[src/rtl/display_scan_ctrl.sv]
// display_scan_ctrl
//   Time-multiplexes a 4-digit packed BCD value onto a common-anode display. It feeds a
//   BCD-to-seven-segment decoder that has a one-cycle registered output. The anode
//   enables are delayed one cycle more than bcd, so the decoder's segments and these
//   anodes change in the same cycle.
//
// Ports
//   clk         in   system clock, rising edge
//   rst_n       in   asynchronous active-low reset
//   en          in   display enable; low blanks all digits (timing keeps running)
//   value_in    in   [15:0] packed BCD, [3:0] = digit 0 (an[0], rightmost)
//   bcd         out  [3:0] registered digit code to decoder, 4'hF = blank
//   an          out  [3:0] registered active-low anode enables
//   frame_start out  one-cycle pulse when a new frame begins and value_in is captured
//
// Optional feature
//   LEADING_ZERO_BLANK_EN: when defined, leading zero digits 3..1 are blanked.
//   Digit 0 is never blanked.

module display_scan_ctrl #(
  parameter int unsigned TICK_DIV = 100000,
  parameter int unsigned DIV_W    = 17
) (
  input  logic        clk,
  input  logic        rst_n,
  input  logic        en,
  input  logic [15:0] value_in,
  output logic [3:0]  bcd,
  output logic [3:0]  an,
  output logic        frame_start
);

  localparam logic [DIV_W-1:0] DivMax = DIV_W'(TICK_DIV - 1);

  logic [DIV_W-1:0] r_div_cnt;
  logic [1:0]       r_digit_idx;
  logic [1:0]       r_idx_d1;
  logic [15:0]      r_shadow;
  logic             r_en_d1;
  logic [3:0]       r_bcd;
  logic [3:0]       r_an;
  logic             r_frame_start;

  logic             w_tick;
  logic             w_frame_end;
  logic [3:0]       w_nibble;
  logic [3:0]       w_digit;

  assign w_tick      = (r_div_cnt == DivMax);
  assign w_frame_end = w_tick && (r_digit_idx == 2'd3);

  always_comb begin
    w_nibble = r_shadow[3:0];
    unique case (r_digit_idx)
      2'd0: w_nibble = r_shadow[3:0];
      2'd1: w_nibble = r_shadow[7:4];
      2'd2: w_nibble = r_shadow[11:8];
      2'd3: w_nibble = r_shadow[15:12];
      default: w_nibble = r_shadow[3:0];
    endcase
  end

`ifdef LEADING_ZERO_BLANK_EN
  // Digit k is blanked when it and every digit to its left are zero. Using the shadow
  // copy keeps the decision stable for the whole frame.
  logic [3:1] w_lead_zero;
  assign w_lead_zero[3] = (r_shadow[15:12] == 4'h0);
  assign w_lead_zero[2] = (r_shadow[15:8] == 8'h00);
  assign w_lead_zero[1] = (r_shadow[15:4] == 12'h000);

  always_comb begin
    w_digit = w_nibble;
    unique case (r_digit_idx)
      2'd1: if (w_lead_zero[1]) w_digit = 4'hF;
      2'd2: if (w_lead_zero[2]) w_digit = 4'hF;
      2'd3: if (w_lead_zero[3]) w_digit = 4'hF;
      default: w_digit = w_nibble;
    endcase
  end
`else
  assign w_digit = w_nibble;
`endif

  always_ff @(posedge clk or negedge rst_n) begin
    if (!rst_n) begin
      r_div_cnt     <= '0;
      r_digit_idx   <= 2'd0;
      r_idx_d1      <= 2'd0;
      r_shadow      <= 16'h0000;
      r_en_d1       <= 1'b0;
      r_bcd         <= 4'hF;
      r_an          <= 4'b1111;
      r_frame_start <= 1'b0;
    end else begin
      r_div_cnt <= w_tick ? '0 : r_div_cnt + DIV_W'(1);
      if (w_tick) begin
        r_digit_idx <= r_digit_idx + 2'd1;
      end
      // value_in is sampled only here, so mid-frame changes cannot tear the display.
      if (w_frame_end) begin
        r_shadow <= value_in;
      end
      r_frame_start <= w_frame_end;
      // bcd uses the pre-capture shadow on the capture edge.
      r_bcd    <= en ? w_digit : 4'hF;
      r_idx_d1 <= r_digit_idx;
      r_en_d1  <= en;
      // One extra stage on the anodes to line up with the decoder's registered segments.
      r_an     <= r_en_d1 ? ~(4'b0001 << r_idx_d1) : 4'b1111;
    end
  end

  assign bcd         = r_bcd;
  assign an          = r_an;
  assign frame_start = r_frame_start;

endmodule

[config.mk]
export PLATFORM = sky130hd
export DESIGN_NAME = display_scan_ctrl
export DESIGN_NICKNAME = d
export VERILOG_FILES = /design/src/rtl/display_scan_ctrl.sv
export SDC_FILE = /design/constraint.sdc
export NUM_CORES = 1
export LEC_CHECK = 0
export ABC_AREA = 1
export ABC_CLOCK_PERIOD_IN_PS = 4300
export CAP_MARGIN = 5
export CORE_MARGIN = 2
export CORE_UTILIZATION = 40
export CTS_CLUSTER_DIAMETER = 60
export DETAILED_ROUTE_END_ITERATION = 16
export SYNTH_ARGS = -nofsm -noshare
export SYNTH_HDL_FRONTEND = slang
export SYNTH_SLANG_ARGS = --single-unit
[constraint.sdc]
create_clock -name clk -period 4.3 [get_ports clk]
set_input_delay 0.86 -clock clk [delete_from_list [all_inputs] [get_ports clk]]
set_output_delay 0.86 -clock clk [all_outputs]
set_load 0.05 [all_outputs]
==> results.toml, run 1 <==
[cts]
clk-insertion-delay-late_ps = 300
cts.sinks = 47
clk_pin_slew_ps = 90
clock_path_buffers = 2
cts_buffers = 5
cts_tree = "yes"
postCtsSetupBuffers = 0
htree_num_levels = 2
ctsHoldBuffers = 0
cts-root-buf = "clkbuf_8"
cts_resized = 0

[synth]
synth.distinct_cells = 24
synth-edff-count = 0
syn_area_mm2 = 0.00228
synth.avg_cell_area_um2 = 8.43
yosysSeqAreaShare_pct = 51.9
ys_seq_elements = 47
ys_dominant_reg_cell = "dfrtp_1"
postSynthCellCount = 271
syn_nets = 295
synthArstFlopShare_pct = 100
ys_warn_count = 0

[global_route]
use_met2_pct = 23.5
grtUsageTotal_pct = 15.8
use_met1_pct = 21.5
grt_pass1_wl_um = 7690
use_met3_pct = 3.62
first_global_vias = 1660
grt_max_degree = 48
globalRouteOverflowTotal = 0
grt_busiest_layer = "met2"
antenna_found_initial = 0

[drt]
drt_drc_violations_left = 0
dr.pass1.iters = 4
drt_iter0_markers = 118
via_per_inst = 4.73
vias = 1755
antenna_left = 0
wirelength_um = 4390
avgRoutedWirePerCell_um = 11.8

[worst_setup_path]
r2r-start = "r_digit_idx[0]$_DFFE_PN0N_"
worstSetupStartpoint = "an[0]$_DFF_PN1_"
crit_required_ps = 3440
path_max_fanout = 1
cp_slowest_cell = "clkdlybuf4s50_1"
endpoint_kind = "primary output"
critPathLaunchType = "register"
cp.arrival_ps = 1610
path_cells = "clkdlybuf4s50_1"
critPathKind = "register to primary output"
crit_family = "buffers and inverters"
slowest_delay_ps = 780
path_buf_inv = 1

[min_path]
hold_class = "register to register"
min_from = "r_idx_d1[0]$_DFF_PN0_"

[sta]
period_minus_slack_ps = 2470
hold_viol_final = 0
finalSetupTns_ps = 0
setup_violations = 0
max_freq_mhz = 405
worst_clock_skew_ps = 6.98
rsz0062_at_grt = "false"
slew_violations = 0
tightest_slew_ps = 1010
final.period_utilization_pct = 57.4
slew_headroom_pct = 32.7

[power_and_ir_drop]
power.density_mw_per_mm2 = 285
peakVddDrop_v = 0.000116
leakagePower_nw = 1.29

[floorplanning]
num_rows = 27
design.portCount = 28
die-area_mm2 = 0.00633
die_y_um = 79.6
die_width_um = 79.6
start_util_pct = 41.5
core_area_mm2 = 0.00551

[layout]
fill_cells = 552
final_common_cell = "nand2_1"
area_growth_syn_to_layout_pct = 17.4
layout-drive-gt1-share_pct = 10.7
antennaDiodeCount = 0
final_cell_area_mm2 = 0.00268
final_nets = 322
final_cell_mix = "nand2_1, dfrtp_1, nor2_1"
finalNonFillerCells = 371

[place]
dp.cells = 363
hpwl_um = 3090
port_buffers = 27
gp_congestion = 0.885
placed_area_mm2 = 0.00258

[run]
drv_cap = 0

[run_status]
status = "complete, no violations"
## path summary, 6_finish.rpt
path | end | slack [ps] | depth (start not counted)
max | an[0] | 1830 | 1
min | an[3]$_DFF_PN1_ | 450 | 1
max reg2reg | r_shadow[12]$_DFFE_PN0P_ | 2430 | 4
min reg2reg | an[3]$_DFF_PN1_ | 450 | 1
max in group asynchronous | r_shadow[13]$_DFFE_PN0P_ | 2940 | 1
min in group asynchronous | r_div_cnt[9]$_DFF_PN0_ | 720 | 1
## power by group
group | switching [W] | total (W) | leakage, nW | internal, W
clock network | 0.000147 | 0.000293 | 0.0505 | 0.000146
logic | 0.0000126 | 0.0000273 | 0.713 | 0.0000146
registers | 0.000000617 | 0.000444 | 0.529 | 0.000443
## sequential cells by signal, summed over array words and instances, names as in the netlist
register and cells:
r_div_cnt 17, r_digit_idx 2, an 4, r_en_d1 1, r_shadow 16, frame_start 1, bcd 4, r_idx_d1 2
## kinds of logic (layout without fill, tap and decap cells)
family,count (synthesis),after routing,share of synthesized area [%]
DFF,47,47,51.9
adders and majority gates,5,5,2.74
buffers and inverters,36,64,7.45
and+or+nand+nor,172,172,34.2
AOI/OAI and AO/OA,4,4,0.986
xor gates and xnor gates,7,7,2.68
## final cells by class
cell class | count | area [um2] | area share [%]
multi-input cells | 188 | 928 | 34.6
clock inverters | 1 | 7.51 | 0.280
repair buffers | 27 | 265 | 9.89
flip-flops and latches | 47 | 1190 | 44.2
inverters | 29 | 109 | 4.06
well taps | 72 | 90.1 | 3.36
clock buffers | 7 | 96.3 | 3.59
## cell usage after synthesis, types with 2 or more instances
master / n / share of area [%]
inv_1: 23 / 3.8
inv_2: 6 / 0.99
nand2_1: 89 / 15
nand3_1: 22 / 4.8
dfrtp_1: 39 / 43
nor3_1: 2 / 0.44
nor2_1: 30 / 4.9
buf_6: 4 / 2.0
nand2_2: 4 / 1.1
xor2_1: 7 / 2.7
nand4_1: 19 / 5.2
ha_1: 5 / 2.7
nor2_2: 2 / 0.55
a21oi_1: 2 / 0.44
dfstp_2: 8 / 9.2
## stage by stage
stage	setup WS, ps	hold slack [ps]	total power (W)	utilization [%]
after floorplan	2780	414	0.000454	-
after global placement	2160	436	0.000480	46.8
after detailed placement	2160	438	0.000480	46.8
after CTS	1820	451	0.000776	48.7
after global routing	1760	485	0.000797	48.7
final	1830	449	0.000765	48.7
## layer usage
| layer | wire length (um) | vias up | part of all wire [%] |
|---|---|---|---|
| met5 | 0 | - | 0 |
| met4 | 82 | 0 | 1.9 |
| met3 | 202 | 7 | 4.6 |
| met2 | 1920 | 38 | 44 |
| met1 | 2190 | 803 | 50 |
| li1 | - | 907 | - |
Note: power is estimated with default switching activity, not from simulation.
==> inputs of run 2 (changes only) <==
ABC_CLOCK_PERIOD_IN_PS = 2000   (was 4300)
clock period = 2 ns   (was 4.3 ns; I/O delays follow)
==> run 2 against run 1 <==
Global-route usage grew 0.47 points; routed wire length grew 4.7%; flip-flop and latch count is the same; clock power grew 93%; critical path depth is the same; utilization is the same; sequential power grew 110%; non-clock buffer count grew 4.
==> results.toml, run 2 (synthesis gave the netlist of run 1 again) <==
[run_status]
status = "complete, no violations"

[power_and_ir_drop]
peakVddDrop_v = 0.000246
power.density_mw_per_mm2 = 590
leakagePower_nw = 1.31
power_w = 0.00158

[layout]
reg.largest.list = "r_div_cnt (17), r_shadow (16)"
final_common_cell = "nand2_1"
final_cell_mix = "nand2_1, dfrtp_1, nor2_1"
regArea_mm2 = 0.00119
area_growth_syn_to_layout_pct = 17.4
multiInputGateArea_um2 = 928
final_cell_area_mm2 = 0.00268
regMostFlops = "r_div_cnt"
largest_reg_flops = 17
antennaDiodeCount = 0
fill_cells = 546
layout-drive-gt1-share_pct = 13.9
final_nets = 326

[cts]
cts_buffers = 5
htree_num_levels = 2
cts-root-buf = "clkbuf_8"
cts.sinks = 47
cts_resized = 0
postCtsSetupBuffers = 0
clk-insertion-delay-late_ps = 300
cts_tree = "yes"
clock_path_buffers = 2
ctsHoldBuffers = 0
clk_pin_slew_ps = 80

[worst_setup_path]
path_buf_inv = 1
path_max_fanout = 1
endpoint_kind = "primary output"
crit_family = "buffers and inverters"
r2r_end = "r_shadow[10]$_DFFE_PN0P_"
r2r.worst_path.cells = 8
r2r-start = "r_div_cnt[0]$_DFF_PN0_"
reg2reg_setup_slack_ps = 470
slowest_delay_ps = 790
critPathLaunchType = "register"
worstSetupStartpoint = "frame_start$_DFF_PN0_"
endpoint = "frame_start"
crit_required_ps = 1600
cp_slowest_cell = "clkdlybuf4s50_1"
cp.arrival_ps = 1410
crit_cells = 1
path_cells = "clkdlybuf4s50_1"
critPathKind = "register to primary output"

[global_route]
use_met1_pct = 23.5
grt_max_degree = 26
first_global_vias = 1689
use_met3_pct = 3.62
grt_pass1_wl_um = 7990
grtUsageTotal_pct = 16.2
use_met2_pct = 24.1
antenna_found_initial = 0
globalRouteOverflowTotal = 0
grt_busiest_layer = "met2"

[min_path]
hold_class = "primary input to asynchronous set/reset pin"

[sta]
final.period_utilization_pct = 90.7
hold_viol_final = 0
period_minus_slack_ps = 1810
tightest_slew_ps = 538
slew_headroom_pct = 64.1
slew_violations = 0
finalSetupTns_ps = 0
rsz0062_at_grt = "false"
setup_violations = 0
max_freq_mhz = 551
worst_clock_skew_ps = 4.33

[floorplanning]
die-area_mm2 = 0.00633
design.portCount = 28
num_rows = 27
core_area_mm2 = 0.00551
start_util_pct = 41.5
die_width_um = 79.6
die_y_um = 79.6

[drt]
antenna_left = 0
drt_drc_violations_left = 0
dr.pass1.iters = 4
via_per_inst = 4.75
drt_iter0_markers = 97
wirelength_um = 4600
vias = 1782
avgRoutedWirePerCell_um = 12.3

[place]
hpwl_um = 3350
gp_congestion = 0.832
port_buffers = 27
placed_area_mm2 = 0.00260

[run]
drv_cap = 0
-- run 2: changes by cell type in the layout (fill, tap and decap cells not counted), sizes merged --
| cell | previous run | this run |
|---|---|---|
| clkinvlp | 1 | 0 |
| buf | 1 | 13 |
| clkdlybuf4s50 | 26 | 18 |
| clkinv | 0 | 1 |
-- run 2: final cells by class --
class	instances	area share, %
clock buffer	7	2.85
clock inverter	1	0.187
inverter	29	4.06
multi-input combinational	188	34.6
sequential	47	44.2
tap	72	3.36
timing repair buffer	31	10.7
-- run 2: report_power, final --
group          switching (W)  total [W]  internal (W)
logic              0.0000283  0.0000633     0.0000350
registers         0.00000132   0.000954      0.000953
clock network       0.000319   0.000565      0.000246
total               0.000348    0.00158       0.00123
-- run 2: metrics by stage --
stage	instances	util (%)	hold WS [ps]	setup WS [ps]
finish	375	48.7	68.5	186
CTS	375	48.7	78.4	175
global route	375	48.7	101	146
global placement	367	47.2	416	507
detailed placement	367	47.2	416	473
floorplan	271	-	104	650
-- run 2: layer usage --
metal | share of wire (%) | vias up
li1 | - | 919
met1 | 52 | 827
met2 | 43 | 30
met3 | 3.9 | 6
met4 | 1.6 | 0
met5 | 0 | -
-- run 2: worst reg2reg max path: cells and delay by family, from the launching register on --
family | cells | cell delay [ps]
adders and majority gates | 1 | 180
DFF | 1 | 380
buffers and inverters | 2 | 210
and+or+nand+nor | 5 | 670
-- run 2: worst min-delay path by stage --
| stage | end | slack [ps] | cells after the start |
|---|---|---|---|
| after floorplan | frame_start$_DFF_PN0_ | 100 | 0 |
| after global placement | r_div_cnt[9]$_DFF_PN0_ | 420 | 1 |
| after detailed placement | r_div_cnt[9]$_DFF_PN0_ | 420 | 1 |
| after CTS | r_div_cnt[9]$_DFF_PN0_ | 80 | 1 |
| after global routing | r_div_cnt[9]$_DFF_PN0_ | 100 | 1 |
| final | r_div_cnt[9]$_DFF_PN0_ | 70 | 1 |
